[config.mk]
export PLATFORM = sky130hd
export DESIGN_NAME = mipi_dphy_tx_seq
export DESIGN_NICKNAME = d
export VERILOG_FILES = /design/src/rtl/mipi_pkg.sv /design/src/rtl/mipi_tim_cnt.sv /design/src/rtl/mipi_dphy_tx_seq.sv
export SDC_FILE = /design/constraint.sdc
export NUM_CORES = 1
export LEC_CHECK = 0
export CORE_MARGIN = 4
export CORE_UTILIZATION = 43
export DETAILED_ROUTE_END_ITERATION = 8
export GPL_ROUTABILITY_DRIVEN = 1
export PLACE_DENSITY = 0.86
export SYNTH_ARGS = -nofsm -noshare
export SYNTH_HDL_FRONTEND = slang
export SYNTH_HIERARCHICAL = 1
export SYNTH_SLANG_ARGS = --single-unit
export TNS_END_PERCENT = 50
[constraint.sdc]
create_clock -name clk -period 2.3 [get_ports clk]
set_input_delay 0.345 -clock clk [delete_from_list [all_inputs] [get_ports clk]]
set_output_delay 0.345 -clock clk [all_outputs]
set_load 0.005 [all_outputs]
[src/rtl/mipi_pkg.sv]
// -----------------------------------------------------------------------------
// mipi_pkg
// Shared types and constants for the D-PHY data-lane transmit sequencer.
//   mipi_seq_st_t : sequencer state encoding
//   SYNC_BYTE     : HS leader byte sent on every lane before the payload
//   LP11/LP01/LP00: low-power line codes, packed as {dp, dn}
// -----------------------------------------------------------------------------
package mipi_pkg;

    typedef enum logic [2:0] {
        IDLE    = 3'd0,
        LPX     = 3'd1,
        PREP    = 3'd2,
        HS_ZERO = 3'd3,
        SYNC    = 3'd4,
        DATA    = 3'd5,
        TRAIL   = 3'd6,
        EXIT    = 3'd7
    } mipi_seq_st_t;

    localparam logic [7:0] SYNC_BYTE = 8'hB8;

    localparam logic [1:0] LP11 = 2'b11;
    localparam logic [1:0] LP01 = 2'b01;
    localparam logic [1:0] LP00 = 2'b00;

endpackage

[src/rtl/mipi_tim_cnt.sv]
// -----------------------------------------------------------------------------
// mipi_tim_cnt
// Loadable down-counter used to time the LP/HS phases of the sequencer.
// A load takes priority; otherwise the count decrements and parks at zero.
//   i_clk      : byte clock
//   i_rst_n    : asynchronous active-low reset (count cleared)
//   i_load     : load i_load_val this cycle
//   i_load_val : value loaded (phase length minus one)
//   o_zero     : count is zero
// -----------------------------------------------------------------------------
module mipi_tim_cnt #(
    parameter int CNT_W = 8
) (
    input  logic             i_clk,
    input  logic             i_rst_n,
    input  logic             i_load,
    input  logic [CNT_W-1:0] i_load_val,
    output logic             o_zero
);

    logic [CNT_W-1:0] r_cnt;

    // Phase timer: load on state entry, then count down to zero and hold.
    always_ff @(posedge i_clk or negedge i_rst_n) begin
        if (!i_rst_n) begin
            r_cnt <= {CNT_W{1'b0}};
        end else if (i_load) begin
            r_cnt <= i_load_val;
        end else if (r_cnt != {CNT_W{1'b0}}) begin
            r_cnt <= r_cnt - {{(CNT_W-1){1'b0}}, 1'b1};
        end else begin
            r_cnt <= r_cnt;
        end
    end

    assign o_zero = (r_cnt == {CNT_W{1'b0}});

endmodule

[src/rtl/mipi_dphy_tx_seq.sv]
// -----------------------------------------------------------------------------
// mipi_dphy_tx_seq
// D-PHY data-lane transmit sequencer. Per packet it walks the lanes through
// LP-11 -> LP-01 -> LP-00 -> HS-zero -> sync -> payload -> trail -> LP-11,
// taking payload byte groups over a valid/ready stream.
//   clk, resetn        : byte clock, asynchronous active-low reset
//   s_valid/s_data/
//   s_last/s_ready     : payload stream, one byte per lane per beat
//   lp_dp, lp_dn       : LP line levels shared by all data lanes
//   hs_en, hs_data     : HS driver enable and per-lane HS byte (lane i = [8i+7:8i])
//   busy               : sequencer not idle
//   underrun           : one-cycle pulse when a packet is aborted for lack of data
// -----------------------------------------------------------------------------
module mipi_dphy_tx_seq
    import mipi_pkg::*;
#(
    parameter int LANES   = 4,
    parameter int T_LPX   = 4,
    parameter int T_PREP  = 2,
    parameter int T_ZERO  = 6,
    parameter int T_TRAIL = 4,
    parameter int T_EXIT  = 6,
    parameter int CNT_W   = 8
) (
    input  logic               clk,
    input  logic               resetn,
    input  logic               s_valid,
    input  logic [8*LANES-1:0] s_data,
    input  logic               s_last,
    output logic               s_ready,
    output logic               lp_dp,
    output logic               lp_dn,
    output logic               hs_en,
    output logic [8*LANES-1:0] hs_data,
    output logic               busy,
    output logic               underrun
);

    localparam int T_MAX = (1 << CNT_W);

    if (LANES < 1 || LANES > 4) begin : g_bad_lanes
        $error("mipi_dphy_tx_seq: LANES must be in 1..4");
    end
    if (T_LPX < 1 || T_PREP < 1 || T_ZERO < 1 || T_TRAIL < 1 || T_EXIT < 1) begin : g_bad_tmin
        $error("mipi_dphy_tx_seq: every T_* must be at least 1");
    end
    if (T_LPX >= T_MAX || T_PREP >= T_MAX || T_ZERO >= T_MAX ||
        T_TRAIL >= T_MAX || T_EXIT >= T_MAX) begin : g_bad_tmax
        $error("mipi_dphy_tx_seq: every T_* must fit in CNT_W bits");
    end

    mipi_seq_st_t       r_state;
    logic [1:0]         r_lp;
    logic               r_hs_en;
    logic [8*LANES-1:0] r_hs_data;
    logic               r_last_q;
    logic               r_underrun;

    logic               w_hs;
    logic               w_zero;
    logic               w_load;
    logic [CNT_W-1:0]   w_load_val;
    logic [8*LANES-1:0] w_trail;

    // Ready is decoded from registers so it never depends on s_valid.
    assign s_ready = (r_state == SYNC) | ((r_state == DATA) & ~r_last_q);
    assign w_hs    = s_valid & s_ready;

    // Trail level per lane is the inverse of the last HS bit sent (MSB goes out last).
    always_comb begin
        w_trail = {(8*LANES){1'b0}};
        for (int i = 0; i < LANES; i++) begin
            w_trail[8*i +: 8] = {8{~r_hs_data[8*i+7]}};
        end
    end

    // Timer reload on entry to each timed state; mirrors the FSM transitions below.
    always_comb begin
        w_load     = 1'b0;
        w_load_val = {CNT_W{1'b0}};
        case (r_state)
            IDLE: begin
                if (s_valid) begin
                    w_load     = 1'b1;
                    w_load_val = CNT_W'(T_LPX - 1);
                end else begin
                    w_load     = 1'b0;
                end
            end
            LPX: begin
                if (w_zero) begin
                    w_load     = 1'b1;
                    w_load_val = CNT_W'(T_PREP - 1);
                end else begin
                    w_load     = 1'b0;
                end
            end
            PREP: begin
                if (w_zero) begin
                    w_load     = 1'b1;
                    w_load_val = CNT_W'(T_ZERO - 1);
                end else begin
                    w_load     = 1'b0;
                end
            end
            SYNC: begin
                if (!w_hs) begin
                    w_load     = 1'b1;
                    w_load_val = CNT_W'(T_TRAIL - 1);
                end else begin
                    w_load     = 1'b0;
                end
            end
            DATA: begin
                if (r_last_q || !s_valid) begin
                    w_load     = 1'b1;
                    w_load_val = CNT_W'(T_TRAIL - 1);
                end else begin
                    w_load     = 1'b0;
                end
            end
            TRAIL: begin
                if (w_zero) begin
                    w_load     = 1'b1;
                    w_load_val = CNT_W'(T_EXIT - 1);
                end else begin
                    w_load     = 1'b0;
                end
            end
            default: begin
                w_load     = 1'b0;
                w_load_val = {CNT_W{1'b0}};
            end
        endcase
    end

    mipi_tim_cnt #(
        .CNT_W(CNT_W)
    ) u_tim_cnt (
        .i_clk     (clk),
        .i_rst_n   (resetn),
        .i_load    (w_load),
        .i_load_val(w_load_val),
        .o_zero    (w_zero)
    );

    // Sequencer FSM; outputs are registered with the values of the state being entered.
    always_ff @(posedge clk or negedge resetn) begin
        if (!resetn) begin
            r_state    <= IDLE;
            r_lp       <= LP11;
            r_hs_en    <= 1'b0;
            r_hs_data  <= {(8*LANES){1'b0}};
            r_last_q   <= 1'b0;
            r_underrun <= 1'b0;
        end else begin
            r_underrun <= 1'b0;
            case (r_state)
                IDLE: begin
                    if (s_valid) begin
                        r_state <= LPX;
                        r_lp    <= LP01;
                    end
                end
                LPX: begin
                    if (w_zero) begin
                        r_state <= PREP;
                        r_lp    <= LP00;
                    end
                end
                PREP: begin
                    if (w_zero) begin
                        r_state   <= HS_ZERO;
                        r_hs_en   <= 1'b1;
                        r_hs_data <= {(8*LANES){1'b0}};
                    end
                end
                HS_ZERO: begin
                    if (w_zero) begin
                        r_state   <= SYNC;
                        r_hs_data <= {LANES{SYNC_BYTE}};
                    end
                end
                SYNC: begin
                    if (w_hs) begin
                        r_state   <= DATA;
                        r_hs_data <= s_data;
                        r_last_q  <= s_last;
                    end else begin
                        r_state    <= TRAIL;
                        r_hs_data  <= w_trail;
                        r_underrun <= 1'b1;
                    end
                end
                DATA: begin
                    if (r_last_q) begin
                        // Last byte has been on the bus for one cycle; close the burst.
                        r_state   <= TRAIL;
                        r_hs_data <= w_trail;
                        r_last_q  <= 1'b0;
                    end else if (w_hs) begin
                        r_hs_data <= s_data;
                        r_last_q  <= s_last;
                    end else begin
                        r_state    <= TRAIL;
                        r_hs_data  <= w_trail;
                        r_underrun <= 1'b1;
                    end
                end
                TRAIL: begin
                    if (w_zero) begin
                        r_state   <= EXIT;
                        r_lp      <= LP11;
                        r_hs_en   <= 1'b0;
                        r_hs_data <= {(8*LANES){1'b0}};
                    end
                end
                EXIT: begin
                    if (w_zero) begin
                        r_state <= IDLE;
                    end
                end
                default: begin
                    r_state   <= IDLE;
                    r_lp      <= LP11;
                    r_hs_en   <= 1'b0;
                    r_hs_data <= {(8*LANES){1'b0}};
                    r_last_q  <= 1'b0;
                end
            endcase
        end
    end

    assign lp_dp    = r_lp[1];
    assign lp_dn    = r_lp[0];
    assign hs_en    = r_hs_en;
    assign hs_data  = r_hs_data;
    assign busy     = (r_state != IDLE);
    assign underrun = r_underrun;

endmodule

### After elaboration in Yosys (flattened, before gate mapping)

Index checks and enable logic that the tools add are counted.

| word-level totals | value |
|---|---|
| bits in registers | 48 |
| bits of input ports | 36 |
| output and inout port bits | 38 |
| logic and storage cells | 91 |

| operators by class | value |
|---|---|
| add/subtract/negate cells | 1 |
| equality and inequality tests | 16 |
| mux-type cells | 41 |
| bitwise logic cells | 8 |
| reduce and logical (&&, ||, !) cells | 18 |

Operators with widths:

| kind | number |
|---|---|
| 32-bit two-way mux | 4 |
| 32-bit one-hot mux with 4 select lines | 1 |
| 8-bit one-hot mux with 5 select lines | 1 |
| 3-bit two-way mux | 9 |
| 3-bit one-hot mux with 8 select lines | 1 |
| 8-bit two-way mux | 2 |
| 2-bit two-way mux | 7 |
| 3-bit equality test, second input constant | 4 |
| 2-bit by 1-bit inequality test with 1-bit output, second input constant | 6 |
| 1-bit two-way mux | 11 |
| 8-bit zero test | 1 |
| 8-bit nonzero test | 1 |
| 8-bit by 1-bit subtractor with 8-bit output, second input constant | 1 |
| 7-bit AND reduction | 1 |
| 3-bit by 2-bit equality test with 1-bit output, second input constant | 2 |
| 1-bit one-hot mux with 2 select lines | 3 |
| 2-bit one-hot mux with 3 select lines | 1 |
| 3-bit AND reduction | 2 |
| 2-bit nonzero test | 3 |
| 3-bit nonzero test | 2 |
| 1-bit NOT | 5 |
| 2-bit inequality test, second input constant | 2 |
| 1-bit one-hot mux with 4 select lines | 1 |
| 4-bit AND reduction | 1 |
| 11 further kinds | 12 |

### Longest topological paths before layout

Gate-level depths: netlist of run 1.

| logic depth | value |
|---|---|
| depth after elaboration | 7 |
| gate-level depth with buffers | 11 |
| mapped depth without buffers | 8 |

### Cells and area by module

The synthesis of run 1 kept the hierarchy.

By module, submodules not included:

| module | times used | cells an instance | area each (um^2) | sequential area each (um^2) |
|---|---|---|---|---|
| mipi_dphy_tx_seq | 1 | 215 | 1985.7 | 1003.5 |
| mipi_tim_cnt | 1 | 56 | 494.2 | 200.2 |

### Worst setup path after synthesis of run 1

No wires, ideal clock.

| timing | value |
|---|---|
| kind | flip-flop to flip-flop |
| start point | register u_tim_cnt.r_cnt[3] |
| end point | register u_tim_cnt.r_cnt[7] |
| setup time | 150 ps |
| arrival | 2130 ps |
| data required time | 2150 ps |
| setup slack | 20 ps |
| cell stages (with the launch flop) | 10 |
| buffers on the path | 3 |
| period minus slack after synthesis | 2280 ps |
| cell sequence | dfrtp_1 -> or4_1 -> buf_2 -> nor3_2 -> buf_2 -> a21o_1 -> clkbuf_1 -> nor2_1 -> nand4b_1 -> o311ai_0 |

| between the ends | value |
|---|---|
| word-level cells in the longest chain between the ends | 4 |
| elaborated cells between the ends (all ways) | 8 |
| classes of those cells | add/sub (1); mux (4); reduce/logical (3) |

RTL lines:

| element | line | RTL |
|---|---|---|
| from (decl) | mipi_tim_cnt.sv:21 | `logic [CNT_W-1:0] r_cnt;` |
| from (signal assigned) | mipi_tim_cnt.sv:26 | `r_cnt <= {CNT_W{1'b0}};` |
| from (signal assigned) | mipi_tim_cnt.sv:28 | `r_cnt <= i_load_val;` |
| from (signal assigned) | mipi_tim_cnt.sv:30 | `r_cnt <= r_cnt - {{(CNT_W-1){1'b0}}, 1'b1};` |
| 8-bit zero test * | mipi_tim_cnt.sv:36 | `assign o_zero = (r_cnt == {CNT_W{1'b0}});` |
| via w_zero | mipi_dphy_tx_seq.sv:60 | `logic w_zero;` |
| 1-bit two-way mux * | mipi_dphy_tx_seq.sv:91, mipi_dphy_tx_seq.sv:99, mipi_dphy_tx_seq.sv:123 |  |
| 1-bit one-hot mux with 4 select lines * | mipi_dphy_tx_seq.sv:81 | `case (r_state)` |
| via w_load | mipi_dphy_tx_seq.sv:61 | `logic w_load;` |
| 8-bit two-way mux or 2-bit nonzero test (tied branches) | n/a |  |

The timed path passes the listed nets; every way through them passes the cells marked *. The select of a mux whose other input is x is not followed.
A chain may end at the register's enable or synchronous reset.

### Worst setup path after layout of run 1

| timing | value |
|---|---|
| start point | register r_state[0] |
| end point | output port s_ready |

| between the ends | value |
|---|---|
| word-level cells in the longest chain between the ends | 3 |
| elaborated cells between the ends (all ways) | 4 |
| classes of those cells | eq/ne (2); bitwise (2) |

RTL lines:

| element | line | RTL |
|---|---|---|
| from (decl) | mipi_dphy_tx_seq.sv:52 | `mipi_seq_st_t r_state;` |
| from (signal assigned) | mipi_dphy_tx_seq.sv:150 | `r_state <= IDLE;` |
| from (signal assigned) | mipi_dphy_tx_seq.sv:161 | `r_state <= LPX;` |
| from (signal assigned) | mipi_dphy_tx_seq.sv:167 | `r_state <= PREP;` |
| 3-bit equality test | mipi_dphy_tx_seq.sv:66 | `assign s_ready = (r_state == SYNC) \| ((r_state == DATA) & ~r_last_q);` |
| 1-bit bitwise AND | mipi_dphy_tx_seq.sv:66 |  |
| 1-bit OR * | mipi_dphy_tx_seq.sv:66 |  |
| to (decl) | mipi_dphy_tx_seq.sv:30 | `output logic s_ready,` |

Mark *: on every way between the ends. The rest lies on a longest branch, timed or not.

==> run_results.csv, run 1 <==
group,metric,value,unit
status,status,"complete, no violations",
synthesis,yosys_warnings,6,
timing,tightest_slew,0.5745,ns
route,vias_per_cell,5.240,
synthesis,yosysSeqAreaShare,0.4854,
route,drt_iter0_drc,197,
global_routing,gr-total-overflow,0,
synthesis,synth_ff_type,"dfrtp_1",
clock_tree,clockRootBuffer,"clkbuf_8",
layout,nFillCells,450,
layout,final-seq-area,1204,µm²
timing,rsz0062_at_grt,"no",
layout,antenna_cells,0,
synthesis,synth_top_area_share,0.4642,
worst_setup_path,critPathCaptureType,"output port",
timing,fmax,454.3,MHz
floorplanning,io-pin-count,74,
synthesis,synth-simple-area-share,0.2003,
worst_setup_path,cp_max_fo,11,
worst_setup_path,cpPeakStageDelay,0.54,ns
place,port_buffers,73,
global_routing,grt_pass1_vias,2165,
synthesis,synth-compound-area-share,0.2275,
place,place_area,3306,µm²
layout,layout_commonest_cell,"clkdlybuf4s50_1",
synthesis,synth_cells,271,
timing,period_share,0.9570,
worst_setup_path,critical_path_class,"reg2out",
timing,fin_worst_skew,0.005673,ns
worst_setup_path,crit_chain,"buf_4 > nand2_2 > and2_1 > clkdlybuf4s50_1",
timing,fin_crit,2.201,ns
synthesis,synthMuxAreaShare,0.009082,
clock_tree,cts_setup_buffers,0,
clock_tree,path_clk_slew,0.09,ns
synthesis,synthAdderAreaFrac,0.005045,
timing,hold_slack,0.4789,ns
layout,final_area,3455,µm²
worst_setup_path,cp_top_family,"buffers and inverters",
worst_setup_path,arrival,1.86,ns
worst_setup_path,crit_path_top_delay_cell,"dfrtp_1",
floorplanning,start_util,0.4476,
synthesis,synth-seq-cells,48,
power,power_per_cell_area,485.5,nW/µm²
layout,fin_util,0.6235,
global_routing,grt_pass1_wl,10670,µm
synthesis,synth-xor-area-share,0.01060,
layout,multi_input_area,1149,µm²
synthesis,synthTopCellsByArea,"dfrtp_1, nor2_1, o21ai_0, nand2_1, o22a_1",
clock_tree,cts_sinks,48,
floorplanning,core,5540,µm²
route,drt_wl_total,6283,µm
worst_setup_path,worst_ep_required_time,1.96,ns
layout,drive_above_1_share,0.1275,
floorplanning,die-area,7046,µm²
layout,fin_nets,389,
place,gp_congestion,0.8081,
timing,finalHoldViolCount,0,
floorplanning,row_count,27,
clock_tree,worstSkewPairLatency,0.30,ns
synthesis,synth_top_area_cell,"dfrtp_1",
place,dp_hpwl,4775,µm
clock_tree,cts_buffers,5,
route,remaining_drc_errors,0,
route,vias,2227,
timing,totalNegativeSetupSlack,0,ns
worst_setup_path,path_buf_inv,2,
synthesis,synth_edf_count,0,
synthesis,synth_top_family_by_area,"compound AO/OA/AOI/OAI gates",
synthesis,syn_area,2480,µm²
clock_tree,htreeDepth,2,
timing,slew_headroom,0.6140,
timing,setup_violations,0,
route,drt_first_pass_iters,4,
power,ir_worst_vdd,0.3303,mV
layout,mostFrequentLayoutCells,"clkdlybuf4s50_1, nor2_1, dfrtp_1",
synthesis,async_reset_ff_frac,1.000,
global_routing,grt_max_degree,21,
global_routing,antenna_found_initial,0,
floorplanning,fp.dieW,83.94,µm
power,power,1.677,mW
worst_setup_path,crit_path_start_kind,"register",
route,wire_per_inst,14.78,µm
global_routing,track_usage,0.1834,
power,power.leakage,1.518,nW
clock_tree,cts_tree,"built",
run,cap_violations,0,
hold_path,worstHoldPathType,"in2async",
synthesis,synth_area_per_cell,9.151,µm²
clock_tree,cts.path.max_buffers,2,
route,ant_nets,0,
timing,maxSlewViolCount,0,
synthesis,synthDistinctLibCells,52,
layout,area_growth,39.30,%
floorplanning,die_h,83.94,µm
cells in the mapped netlist, drive strengths merged, types with 3 or more instances:
master and number:
nor2 62, dfrtp 46, nand2 30, o21ai 29, buf 15, o22a 12
inv 11, a21oi 5, a2bb2oi 5, a31oi 4, o21a 4, nand2b 3
nor3 3
state kept, by name, summed over array words and instances, names as in the netlist:
register	flops
hs_data	32
u_tim_cnt/r_cnt	8
r_state	3
r_lp	2
hs_en	1
r_last_q	1
underrun	1
final timing paths:
kind,cells past startpoint,slack (ns),endpoint,startpoint
worst min-delay path,2,0.48,hs_data[11],resetn
min in group clk,2,0.49,hs_data[17],hs_data[17]
worst min register to register,2,0.49,hs_data[17],hs_data[17]
worst max-delay path,4,0.1,s_ready,r_state[0]
worst max register to register,5,0.21,hs_en,u_tim_cnt/r_cnt[3]
max in group asynchronous,3,1.19,r_lp[0],resetn
worst reg2reg max path, stage by stage, from the launching register on:
cell	delay [ns]
dfrtp_1	0.38
or4_1	0.56
nor3_2	0.31
nand2_1	0.16
nor2_4	0.22
mux2_2	0.36
per-layer routing:
metal / up-vias / part of all wire / GRT usage / wire length (µm)
met5: - / 0 / 0 / 0
met4: 0 / 0.0067 / 0.03947 / 42
met3: 5 / 0.073 / 0.03554 / 457
met2: 77 / 0.48 / 0.3044 / 3032
met1: 1058 / 0.44 / 0.2492 / 2750
li1: 1087 / - / - / -
stage by stage:
step           std cells  setup WS (ns)
6_report             425        0.09879
2_1_floorplan        275        0.01979
3_3_place_gp         416         0.1530
4_1_cts              425         0.1008
3_5_place_dp         416        0.06950
5_1_grt              425        0.02626
area by class of cell:
type	count	share of cell area
Tap cell	72	0.02608
Clock buffer	5	0.01992
Multi-Input combinational cell	199	0.3325
Timing Repair Buffer	87	0.2412
Inverter	11	0.01195
Sequential cell	48	0.3484
Clock inverter	3	0.01992
logic make-up (layout without fill, tap and decap cells):
kind of cell,after synthesis,after routing
DFF,48,48
buffers and inverters,28,106
adders and majority gates,1,1
AOI/OAI and AO/OA,78,78
muxes,2,2
xor gates and xnor gates,3,3
other,1,5
and+or+nand+nor,110,110
report_power, final:
| part | internal [mW] | switching (mW) | leakage, nW | total (mW) |
|---|---|---|---|---|
| combinational | 0.0625 | 0.0410 | 0.893 | 0.104 |
| clock | 0.438 | 0.293 | 0.0687 | 0.730 |
| sequential | 0.843 | 0 | 0.556 | 0.843 |
repair_timing:
action	in CTS	in global routing
resized for setup	0	1
hold endpoints to repair	14	0
endpoints found under the setup margin	0	4
hold buffers	1	0
Power figures use the tool's default switching activity.
==> inputs of run 2 (changes only) <==
--- a/config.mk
+++ b/config.mk
@@ -6,10 +6,10 @@
 export NUM_CORES = 1
 export LEC_CHECK = 0
 export CORE_MARGIN = 4
-export CORE_UTILIZATION = 43
+export CORE_UTILIZATION = 47
 export DETAILED_ROUTE_END_ITERATION = 8
 export GPL_ROUTABILITY_DRIVEN = 1
-export PLACE_DENSITY = 0.86
+export PLACE_DENSITY = 0.89
 export SYNTH_ARGS = -nofsm -noshare
 export SYNTH_HDL_FRONTEND = slang
 export SYNTH_HIERARCHICAL = 1
==> constraint.sdc (replaced) <==
create_clock -name clk -period 2.2 [get_ports clk]
set_input_delay 0.33 -clock clk [delete_from_list [all_inputs] [get_ports clk]]
set_output_delay 0.33 -clock clk [all_outputs]
set_load 0.005 [all_outputs]
==> run_results.csv, run 2 (synthesized netlist as in run 1, its figures left out) <==
group,metric,value,unit
place,gp_congestion,0.9660,
worst_setup_path,crit_path_start_kind,"register",
power,power.leakage,1.502,nW
floorplanning,die-area,6503,µm²
route,wire_per_inst,15.24,µm
clock_tree,path_clk_slew,0.08,ns
timing,fin_crit,2.150,ns
layout,nFillCells,400,
clock_tree,worstSkewPairLatency,0.29,ns
worst_setup_path,cp_max_fo,6,
worst_setup_path,arrival,2.34,ns
place,port_buffers,73,
power,ir_worst_vdd,0.2232,mV
layout,area_growth,37.39,%
layout,multi_input_area,1147,µm²
layout,antenna_cells,0,
route,ant_nets,0,
route,drt_wl_total,6462,µm
power,power.switching,0.3119,mW
global_routing,antenna_found_initial,0,
floorplanning,die_h,80.64,µm
layout,final_area,3407,µm²
timing,setup_violations,0,
clock_tree,cts_tree,"built",
layout,mostFrequentLayoutCells,"clkdlybuf4s50_1, nor2_1, dfrtp_1",
timing,fin_worst_skew,0.005037,ns
power,p_int,1.163,mW
layout,fin_util,0.6671,
worst_setup_path,cp_top_family,"simple AND/OR/NAND/NOR gates",
layout,final-seq-area,1205,µm²
route,vias_per_cell,5.340,
place,place_area,3303,µm²
floorplanning,core,5107,µm²
clock_tree,clockRootBuffer,"clkbuf_8",
floorplanning,fp.dieW,80.64,µm
layout,drive_above_1_share,0.1271,
global_routing,gr-total-overflow,0,
global_routing,grt_pass1_vias,2189,
status,status,"complete, no violations",
worst_setup_path,cpPeakStageDelay,0.57,ns
layout,final_cells,424,
layout,layout_commonest_cell,"clkdlybuf4s50_1",
power,pwr-share-comb,0.073,
place,dp_hpwl,4847,µm
run,cap_violations,0,
worst_setup_path,path_buf_inv,0,
route,drt_first_pass_iters,4,
timing,totalNegativeSetupSlack,0,ns
timing,tightest_slew,0.6378,ns
timing,finalHoldViolCount,0,
place,dpl.cell_count,414,
power,power,1.475,mW
clock_tree,cts_sinks,48,
floorplanning,row_count,26,
floorplanning,start_util,0.4855,
power,seq_power_share,0.598,
worst_setup_path,crit_path_top_delay_cell,"or4_1",
worst_setup_path,critical_path_class,"reg2reg",
worst_setup_path,worst_ep_required_time,2.39,ns
clock_tree,cts.path.max_buffers,2,
timing,fmax,465.2,MHz
floorplanning,io-pin-count,74,
route,vias,2264,
power,sw_frac_of_total,0.2115,
route,drt_iter0_drc,107,
power,clockPowerShare,0.329,
timing,period_share,0.9772,
timing,rsz0062_at_grt,"no",
clock_tree,cts_buffers,5,
global_routing,grt_max_degree,23,
layout,largest_reg_flops,32,
clock_tree,htreeDepth,2,
power,power_per_cell_area,433.0,nW/µm²
global_routing,track_usage,0.2047,
layout,fin_nets,391,
timing,slew_headroom,0.5715,
hold_path,worstHoldPathType,"in2async",
route,remaining_drc_errors,0,
worst_setup_path,critPathCaptureType,"register",
global_routing,grt_pass1_wl,10410,µm
worst_setup_path,crit_chain,"or4_1 > nor3_2 > nand2_1 > nor2_4 > mux2_2",
timing,maxSlewViolCount,0,
[run 2: path summary, 6_finish.rpt]
path,to,depth (start not counted),startpoint,slack (ns)
hold reg to reg,hs_data[26],2,hs_data[26],0.49
setup / recovery,hs_en,5,u_tim_cnt/r_cnt[6],0.05
max in group asynchronous,hs_data[7],3,resetn,1.20
hold / removal,r_state[1],2,resetn,0.44
min in group clk,hs_data[26],2,hs_data[26],0.49
setup reg to reg,hs_en,5,u_tim_cnt/r_cnt[6],0.05
[run 2: stage by stage]
step | hold WS [ns] | worst slack (ns)
2_1_floorplan | 0.03441 | 0.01942
3_3_place_gp | 0.2069 | 0.09879
3_5_place_dp | 0.2130 | 0.02808
4_1_cts | 0.4342 | 0.08968
5_1_grt | 0.4481 | 0.006418
6_report | 0.4375 | 0.05019
[run 2: cell type report]
type / count / area share
flip-flops and latches: 48 / 0.3537
multi-input cells: 199 / 0.3368
repair buffers: 89 / 0.2490
well taps: 70 / 0.02571
clock buffers: 6 / 0.02130
inverters: 11 / 0.01212
clock inverters: 1 / 0.001469
[run 2: power groups by stage]
stage	sequential (mW)	clock (mW)	combinational (mW)
after floorplan	0.899	0	0.0239
after global placement	0.899	0	0.107
after detailed placement	0.899	0	0.107
after CTS	0.881	0.496	0.109
after global routing	0.882	0.536	0.119
final	0.881	0.486	0.108
[run 2: what timing repair did]
action | in CTS | in global routing
buffers inserted | 0 | 2
endpoints found under the setup margin | 0 | 2
hold buffers | 1 | 0
hold endpoints to repair | 7 | 0
gates resized for setup | 0 | 1
[run 2: per-layer routing]
layer,wire length (µm),track usage,up-vias
li1,-,-,1094
met1,2681,0.2552,1084
met2,3261,0.3659,79
met3,460,0.04596,7
met4,58,0.03378,0
met5,0,0,-
==> inputs of run 3 (changes only) <==
--- a/config.mk
+++ b/config.mk
@@ -5,6 +5,7 @@
 export SDC_FILE = /design/constraint.sdc
 export NUM_CORES = 1
 export LEC_CHECK = 0
+export CAP_MARGIN = 20
 export CORE_MARGIN = 4
 export CORE_UTILIZATION = 47
 export DETAILED_ROUTE_END_ITERATION = 8
==> results of run 3 <==
Final layout, timing and power as in run 2 (identical DEF).
